### src/rtl/meta_alu_sched.sv
// Pairs PHV metadata with its match action and issues both to the stage ALU in order.
// Tracks issued pairs until the ALU reports completion.
module meta_alu_sched #(
    parameter int STAGE      = 0,
    parameter int META_LEN   = 256,
    parameter int COMP_LEN   = 100,
    parameter int ACTION_LEN = 25,
    parameter int DEPTH      = 4,
    localparam int W         = META_LEN + COMP_LEN,
    localparam int CW        = $clog2(DEPTH) + 1,
    localparam int IW        = $clog2(DEPTH) + 2
) (
    input  logic                  clk,
    input  logic                  rst_n,
    input  logic                  flush,
    input  logic [W-1:0]          meta_in,
    input  logic                  meta_valid_in,
    output logic                  meta_ready_out,
    input  logic [ACTION_LEN-1:0] action_in,
    input  logic                  action_valid_in,
    output logic [W-1:0]          alu_meta_out,
    output logic                  alu_meta_valid_out,
    output logic [ACTION_LEN-1:0] alu_action_out,
    output logic                  alu_action_valid_out,
    input  logic                  alu_done_in,
    output logic [IW-1:0]         inflight_out,
    output logic                  idle_out,
    output logic [2:0]            err_out
);

    localparam int PW = $clog2(DEPTH);
    localparam logic [CW-1:0] FULL = CW'(DEPTH);
    localparam logic [IW-1:0] IMAX = '1;

    if (DEPTH < 2 || (DEPTH & (DEPTH - 1)) != 0 || STAGE < 0) begin : g_bad_cfg
        $error("meta_alu_sched: DEPTH must be a power of two >= 2");
    end

    logic [W-1:0]          m_mem [DEPTH];
    logic [ACTION_LEN-1:0] a_mem [DEPTH];
    logic [PW-1:0]         m_wp, m_rp, a_wp, a_rp;
    logic [CW-1:0]         m_cnt, a_cnt;
    logic [IW-1:0]         inflight;
    logic [2:0]            err;
    logic                  issue_q;
    logic                  m_push, a_push, issue;
    logic                  m_ovf, a_ovf, d_unf;

    // Ready looks only at the registered count; a same-cycle pop never opens a full FIFO.
    assign meta_ready_out = (m_cnt < FULL);
    assign m_push = meta_valid_in && meta_ready_out && !flush;
    assign m_ovf  = meta_valid_in && !meta_ready_out;
    assign a_push = action_valid_in && (a_cnt != FULL) && !flush;
    assign a_ovf  = action_valid_in && (a_cnt == FULL);
    assign issue  = (m_cnt != '0) && (a_cnt != '0) && !flush;
    assign d_unf  = alu_done_in && !issue && (inflight == '0);

    always_ff @(posedge clk) begin
        if (m_push) m_mem[m_wp] <= meta_in;
        if (a_push) a_mem[a_wp] <= action_in;
    end

    always_ff @(posedge clk or negedge rst_n) begin
        if (!rst_n) begin
            m_wp  <= '0;
            m_rp  <= '0;
            a_wp  <= '0;
            a_rp  <= '0;
            m_cnt <= '0;
            a_cnt <= '0;
        end else if (flush) begin
            m_wp  <= '0;
            m_rp  <= '0;
            a_wp  <= '0;
            a_rp  <= '0;
            m_cnt <= '0;
            a_cnt <= '0;
        end else begin
            if (m_push) m_wp <= m_wp + 1'b1;
            if (a_push) a_wp <= a_wp + 1'b1;
            if (issue) begin
                m_rp <= m_rp + 1'b1;
                a_rp <= a_rp + 1'b1;
            end
            m_cnt <= m_cnt + CW'(m_push) - CW'(issue);
            a_cnt <= a_cnt + CW'(a_push) - CW'(issue);
        end
    end

    always_ff @(posedge clk or negedge rst_n) begin
        if (!rst_n) begin
            issue_q        <= 1'b0;
            alu_meta_out   <= '0;
            alu_action_out <= '0;
        end else begin
            issue_q <= issue;
            if (issue) begin
                alu_meta_out   <= m_mem[m_rp];
                alu_action_out <= a_mem[a_rp];
            end
        end
    end

    // Flush leaves the in-flight count alone: those results still come back.
    always_ff @(posedge clk or negedge rst_n) begin
        if (!rst_n) begin
            inflight <= '0;
        end else begin
            unique case ({issue, alu_done_in})
                2'b10: if (inflight != IMAX) inflight <= inflight + 1'b1;
                2'b01: if (inflight != '0) inflight <= inflight - 1'b1;
                default: inflight <= inflight;
            endcase
        end
    end

    always_ff @(posedge clk or negedge rst_n) begin
        if (!rst_n) begin
            err <= '0;
        end else if (flush) begin
            err <= '0;
        end else begin
            err <= err | {d_unf, m_ovf, a_ovf};
        end
    end

    assign alu_meta_valid_out   = issue_q;
    assign alu_action_valid_out = issue_q;
    assign inflight_out         = inflight;
    assign err_out              = err;
    assign idle_out = (m_cnt == '0) && (a_cnt == '0) && (inflight == '0);

endmodule

### config.mk
export PLATFORM = sky130hd
export DESIGN_NAME = meta_alu_sched
export DESIGN_NICKNAME = d
export VERILOG_FILES = /design/src/rtl/meta_alu_sched.sv
export SDC_FILE = /design/constraint.sdc
export NUM_CORES = 2
export LEC_CHECK = 0
export CAP_MARGIN = 20
export CORE_ASPECT_RATIO = 1.4
export CORE_MARGIN = 4
export CORE_UTILIZATION = 35
export CTS_CLUSTER_DIAMETER = 120
export DETAILED_ROUTE_END_ITERATION = 10
export PLACE_DENSITY_LB_ADDON = 0.1
export SKIP_LAST_GASP = 1
export SLEW_MARGIN = 10
export SYNTH_ARGS = -nofsm -noshare
export SYNTH_HDL_FRONTEND = slang
export SYNTH_SLANG_ARGS = --single-unit
### constraint.sdc
create_clock -name clk -period 9.46 [get_ports clk]
set_input_delay 1.892 -clock clk [delete_from_list [all_inputs] [get_ports clk]]
set_output_delay 1.892 -clock clk [all_outputs]
set_load 0.02 [all_outputs]
Yosys cells after proc, flatten, opt, wreduce, memory -nomap -nowiden --
Memories as Yosys holds them, arrays and structs flattened. A register that Yosys moved wholly into a read port is not among the register bits. Index checks and enable logic that the tools add are counted.
Cells by class: muxes and demuxes 18, reduce and logical (&&, ||, !) cells 28, magnitude comparators 1, $add $sub $neg 10, eq/ne operators 7, bitwise logic cells 1
Operator list (number):
- $mux W2 | 8
- $logic_and A1 B1 Y1 | 12
- $mux W3 | 3
- $add A2 B1 Y2 const B | 4
- $mux W4 | 2
- $pmux W4 S2 | 1
- $reduce_bool A2 Y1 | 4
- $add A3 B1 Y3 | 2
- $logic_not A3 Y1 | 2
- $reduce_bool A3 Y1 | 2
- $sub A3 B1 Y3 | 2
- $logic_not A1 Y1 | 5
- $add A4 B1 Y4 const B | 1
- $logic_not A4 Y1 | 1
- $mux W1 | 4
- $ne A2 B2 Y1 const B | 2
- $ne A4 B4 Y1 const B | 1
- $reduce_bool A4 Y1 | 1
- $sub A4 B1 Y4 const B | 1
- $eq A3 B3 Y1 const B | 1
- $lt A3 B3 Y1 const B | 1
- $ne A3 B3 Y1 const B | 1
- $or A3 B3 Y3 | 1
- $reduce_and A3 Y1 | 1
- other kinds (2) | 2
Storage, ports and cells: word-level logic and storage cells 76, memory bits (writable) 1524, memories kept 2, output and inout bits 392, flip-flop bits (word level) 22, input bits 387
Memories:
- m_mem | words 4, bits a word 356, read ports 1, clocked after Yosys merged registers in 1, wr ports 1, RTL line 39 | logic [W-1:0] m_mem [DEPTH];
- a_mem | words 4, bits a word 25, read ports 1, clocked after Yosys merged registers in 1, wr ports 1, RTL line 40 | logic [ACTION_LEN-1:0] a_mem [DEPTH];

Depth between registers and ports, before layout --
depth after elaboration 8, gate-level depth with buffers 13

Worst setup path after synthesis --
No wires, ideal clock.
path kind input to register, start in flush, end mem m_mem[0][0] in the netlist's numbering, enable pin, path buffers 1, library setup time 765 ps, arrival 10381 ps, slack -1686 ps, cell stages on the path 3, cell sequence clkbuf_1 > nor2_1 > and2_1
On the way: longest elaborated chain between the ends 4
Ends and longest elaborated chain:
- from (decl) | RTL line 15 | input logic flush,
- $logic_not A1 Y1 | RTL line 51 | assign m_push = meta_valid_in && meta_ready_out && !flush;
- $logic_and A1 B1 Y1 | RTL line 51
- $mux W1 | RTL line 59 | if (m_push) m_mem[m_wp] <= meta_in;
- $mux W1 (implied by the code) | RTL line 59
- to (decl) | RTL line 39
No other way between the ends.

Final worst setup path --
start reg inflight[0] (netlist: inflight_out[0]), end out idle_out
On the way: longest elaborated chain between the ends 2
Ends and longest elaborated chain:
- from (decl) | RTL line 43 | logic [IW-1:0] inflight;
- from (signal assigned) | RTL line 110 | 2'b10: if (inflight != IMAX) inflight <= inflight + 1'b1;
- from (signal assigned) | RTL line 111 | 2'b01: if (inflight != '0) inflight <= inflight - 1'b1;
- from (signal assigned) | RTL line 112 | default: inflight <= inflight;
- $logic_not A4 Y1 | RTL line 131 | assign idle_out = (m_cnt == '0) && (a_cnt == '0) && (inflight == '0);
- $logic_and A1 B1 Y1 | RTL line 131
- to (decl) | RTL line 27 | output logic idle_out,
No other way between the ends.

==> run summary <==
The tools report the number of antenna violations at the first check in global routing as 69. For the overall routing resource usage, the log shows 16.12%. The number of placed instances with taps included is 6287, and the number of clock sinks is 1927.

In this run the standard cell core region covers 204300 µm². The tools report the leakage power figure as 0.03025 µW. The tightest min-delay check is of the reg -> reg type. The tools report the share of the core filled with cells as 43.79%.

Measured against its own limit, the worst slew margin works out to 27.95%. The via count of the first global-routing pass was 34520; the summed negative setup slack over all endpoints was 0 ns. The insertion delay of the later-clocked pin in the worst-skew pair came out at 0.83 ns.

The share of flip-flops with an asynchronous set or reset after synthesis was 20.91%; the final count of hold timing violations was 0. In this run the vertical extent of the chip is 544.9 µm. STA classifies the critical path endpoint as an output port. The logs give 0.1819 mV for the maximum vdd ir drop and 0 for the number of gates resized after CTS. The arrival time reported for the critical path endpoint was 2.70 ns. After the first detailed-routing iteration, the DRC count stood at 1590. The run gives 2923 as the synthesized instance count. For the pin with the worst max-slew slack, the measured transition is 1.081 ns.

The final-stage net count came out at 4223. The run finished with clean final reports. Type of element launching the critical path: a flop. The synthesis-stage register bit count was 1927; the time the final worst path needs with I/O delays and setup was 4.591 ns.

The run gives 31990 as the total number of vias. For the global routing usage on met2, the log shows 24.34%. The number of H-tree levels is 4. The layer flagged by global routing as most heavily used is met2. Area growth from synthesis to layout: 24.14%. The total overflow left after global routing is 0. The category of the critical setup timing path is reg -> out.

For this run, the top clock speed supported by timing is 0.2178 GHz. The share of the clock period used by the worst path after layout was 48.53%; the warning count from the yosys run was 0. The tools report the placed wire-length estimate after detailed placement as 105.0 mm.

The highest net fanout along the worst path came out at 7. For this run, the leading register cell type out of synthesis is edfxtp_1. The final cell count without fillers came out at 6685.

The number of routed nets with antenna violations is 0, and the DRC violations left is 0. The logs give 251.1 mm for the first-pass GRT wire length and 36 for the unique cell type count in the Yosys netlist. The starting density of the core was 35.28%; the number of post-CTS setup repair buffers was 0. The die is 391.5 µm wide.

For this design, the CTS-stage hold fixing added 0 buffers. The tree is rooted in a clkbuf_16. Max-cap violations in this run came to 0. The post-synthesis area per instance is 24.65 µm². Counting the buffers created by CTS gives 202.

After synthesis the cells add up to 72060 µm². Die outline area: 213300 µm². Setup violations remaining at the end of the flow were counted as 0.

TritonCTS built the clock tree. Row generation in the floorplan step produced 196 rows. The longest clock path from root to sink contains 4 buffers. Dividing total power by cell area gives a power density of 297.5 nW/µm². The met1 capacity usage during global routing was 21.04%; the final-report max-slew violation count was 0. 779 I/O pins were placed. Across the routed clock network, the largest skew measured is 0.03891 ns. The clock input transition at the sequential cells of the worst setup and hold paths was 0.06 ns; the register area share after synthesis was 77.50%. The number of buffer cells added on primary ports is 778, and the met3 track demand over resource in global routing is 7.890%. The routability-driven placement congestion ratio was 0.6915.

Setup repair after global routing left no endpoint under its margin. The total length of routed wires came out at 174.8 mm. In this run, synthesis inferred 1524 flip-flops with an integrated enable. For this run, the detailed router's first-pass iteration total came to 5. The maximum number of pins on one net before global-route repair was 121. Data on the critical path is required at its endpoint by 7.57 ns. In the routed layout, each cell is associated on average with a via count of 4.785. The ratio of cells with drive above 1 in the final layout is 28.47%. Dividing the detail-routed wire length by the instance count gives 26.15 µm. Synthesis produced a netlist with a net count of 3328.
==> cells in the mapped netlist (3+ instances only) <==
cell type | instances | share of area, %
buf_2 | 41 | 0.28
xnor2_1 | 9 | 0.11
xor2_1 | 6 | 0.073
nor3b_1 | 3 | 0.031
mux2_2 | 3 | 0.047
buf_12 | 33 | 0.92
and2_1 | 8 | 0.069
buf_6 | 9 | 0.14
a21oi_1 | 5 | 0.035
edfxtp_1 | 1524 | 64
mux4_2 | 381 | 12
mux2_4 | 379 | 7.9
clkbuf_1 | 47 | 0.24
dfrtp_1 | 403 | 14
ha_1 | 16 | 0.28
inv_1 | 12 | 0.063
nor2_1 | 16 | 0.083
==> cell families after synthesis <==
kind of cell	synth area share, %
DFF	77.50
buffers and inverters	1.684
adders and majority gates	0.3334
xor gates and xnor gates	0.1823
and+or+nand+nor	0.3612
AOI/OAI and AO/OA	0.06077
muxes	19.88
==> area by class of cell <==
type,count,area [µm²]
well taps,2673,3344
fillers,17460,114800
multi-input cells,850,15020
clock buffers,249,5414
clock inverters,120,1363
inverters,13,65.06
diodes,29,72.57
flip-flops and latches,1927,55860
repair buffers,824,8325
==> metrics by stage <==
stage          setup WS (ns)  total power, µW  area [µm²]  hold slack, ns
2_1_floorplan          2.346            15740       72070          0.5420
3_3_place_gp           4.090            18840       82610          0.4813
3_5_place_dp           4.059            18870       82610          0.4862
4_1_cts                4.759            27120       89380          0.5100
5_1_grt                4.648            27880       89390          0.5195
6_report               4.869            26620       89460          0.5052
==> cells in the final DEF, fill, tap and decap left out, types with 12 or more instances in the layout <==
master,synthesis,layout
mux2_4,379,379
diode_2,0,29
clkbuf_1,47,31
bufinv_16,0,27
buf_12,33,15
buf_4,2,31
clkbuf_8,0,14
inv_1,12,12
nor2_1,16,16
edfxtp_1,1524,1524
mux4_2,381,381
clkinv_1,0,30
dfrtp_1,403,401
clkbuf_16,0,204
clkdlybuf4s50_1,0,777
ha_1,16,16
clkinv_2,0,45
==> worst paths after layout <==
path	start	end	slack [ns]	cells after the start
worst max-delay path	inflight_out[0]	idle_out	4.87	3
worst min-delay path	err_out[1]	err_out[1]	0.51	2
worst max register to register	m_rp[0]	alu_meta_out[56]	6.01	4
worst min register to register	err_out[1]	err_out[1]	0.51	2
max in group asynchronous	rst_n	alu_meta_out[209]	6.59	3
min in group asynchronous	rst_n	alu_meta_out[118]	1.00	1
==> layer usage <==
metal / routed length (µm) / part of all wire, %
met5: 493 / 0.28
met4: 3552 / 2.0
met3: 20320 / 12
met2: 78410 / 45
met1: 72040 / 41
==> report_power, final <==
group	switching, µW	internal, µW	total (µW)
clock	3280	4800	8080
combinational	3420	4030	7450
sequential	725	10400	11100
total	7430	19200	26600
==> sequential cells by signal (all words and copies together) (netlist names) <==
signal and cells:
a_cnt 3, alu_action_valid_out 1, a_rp 2, alu_action_out 25, m_mem 1424, a_wp 2, inflight_out 4, err_out 3
m_cnt 3, a_mem 100, m_rp 2, m_wp 2, alu_meta_out 356
==> critical path: stages (launching register included) <==
cell             delay [ns]
dfrtp_1                0.46
nor4_1                 0.48
nor3b_1                0.25
clkdlybuf4s50_1        0.71
Power figures use the tool's default switching activity.
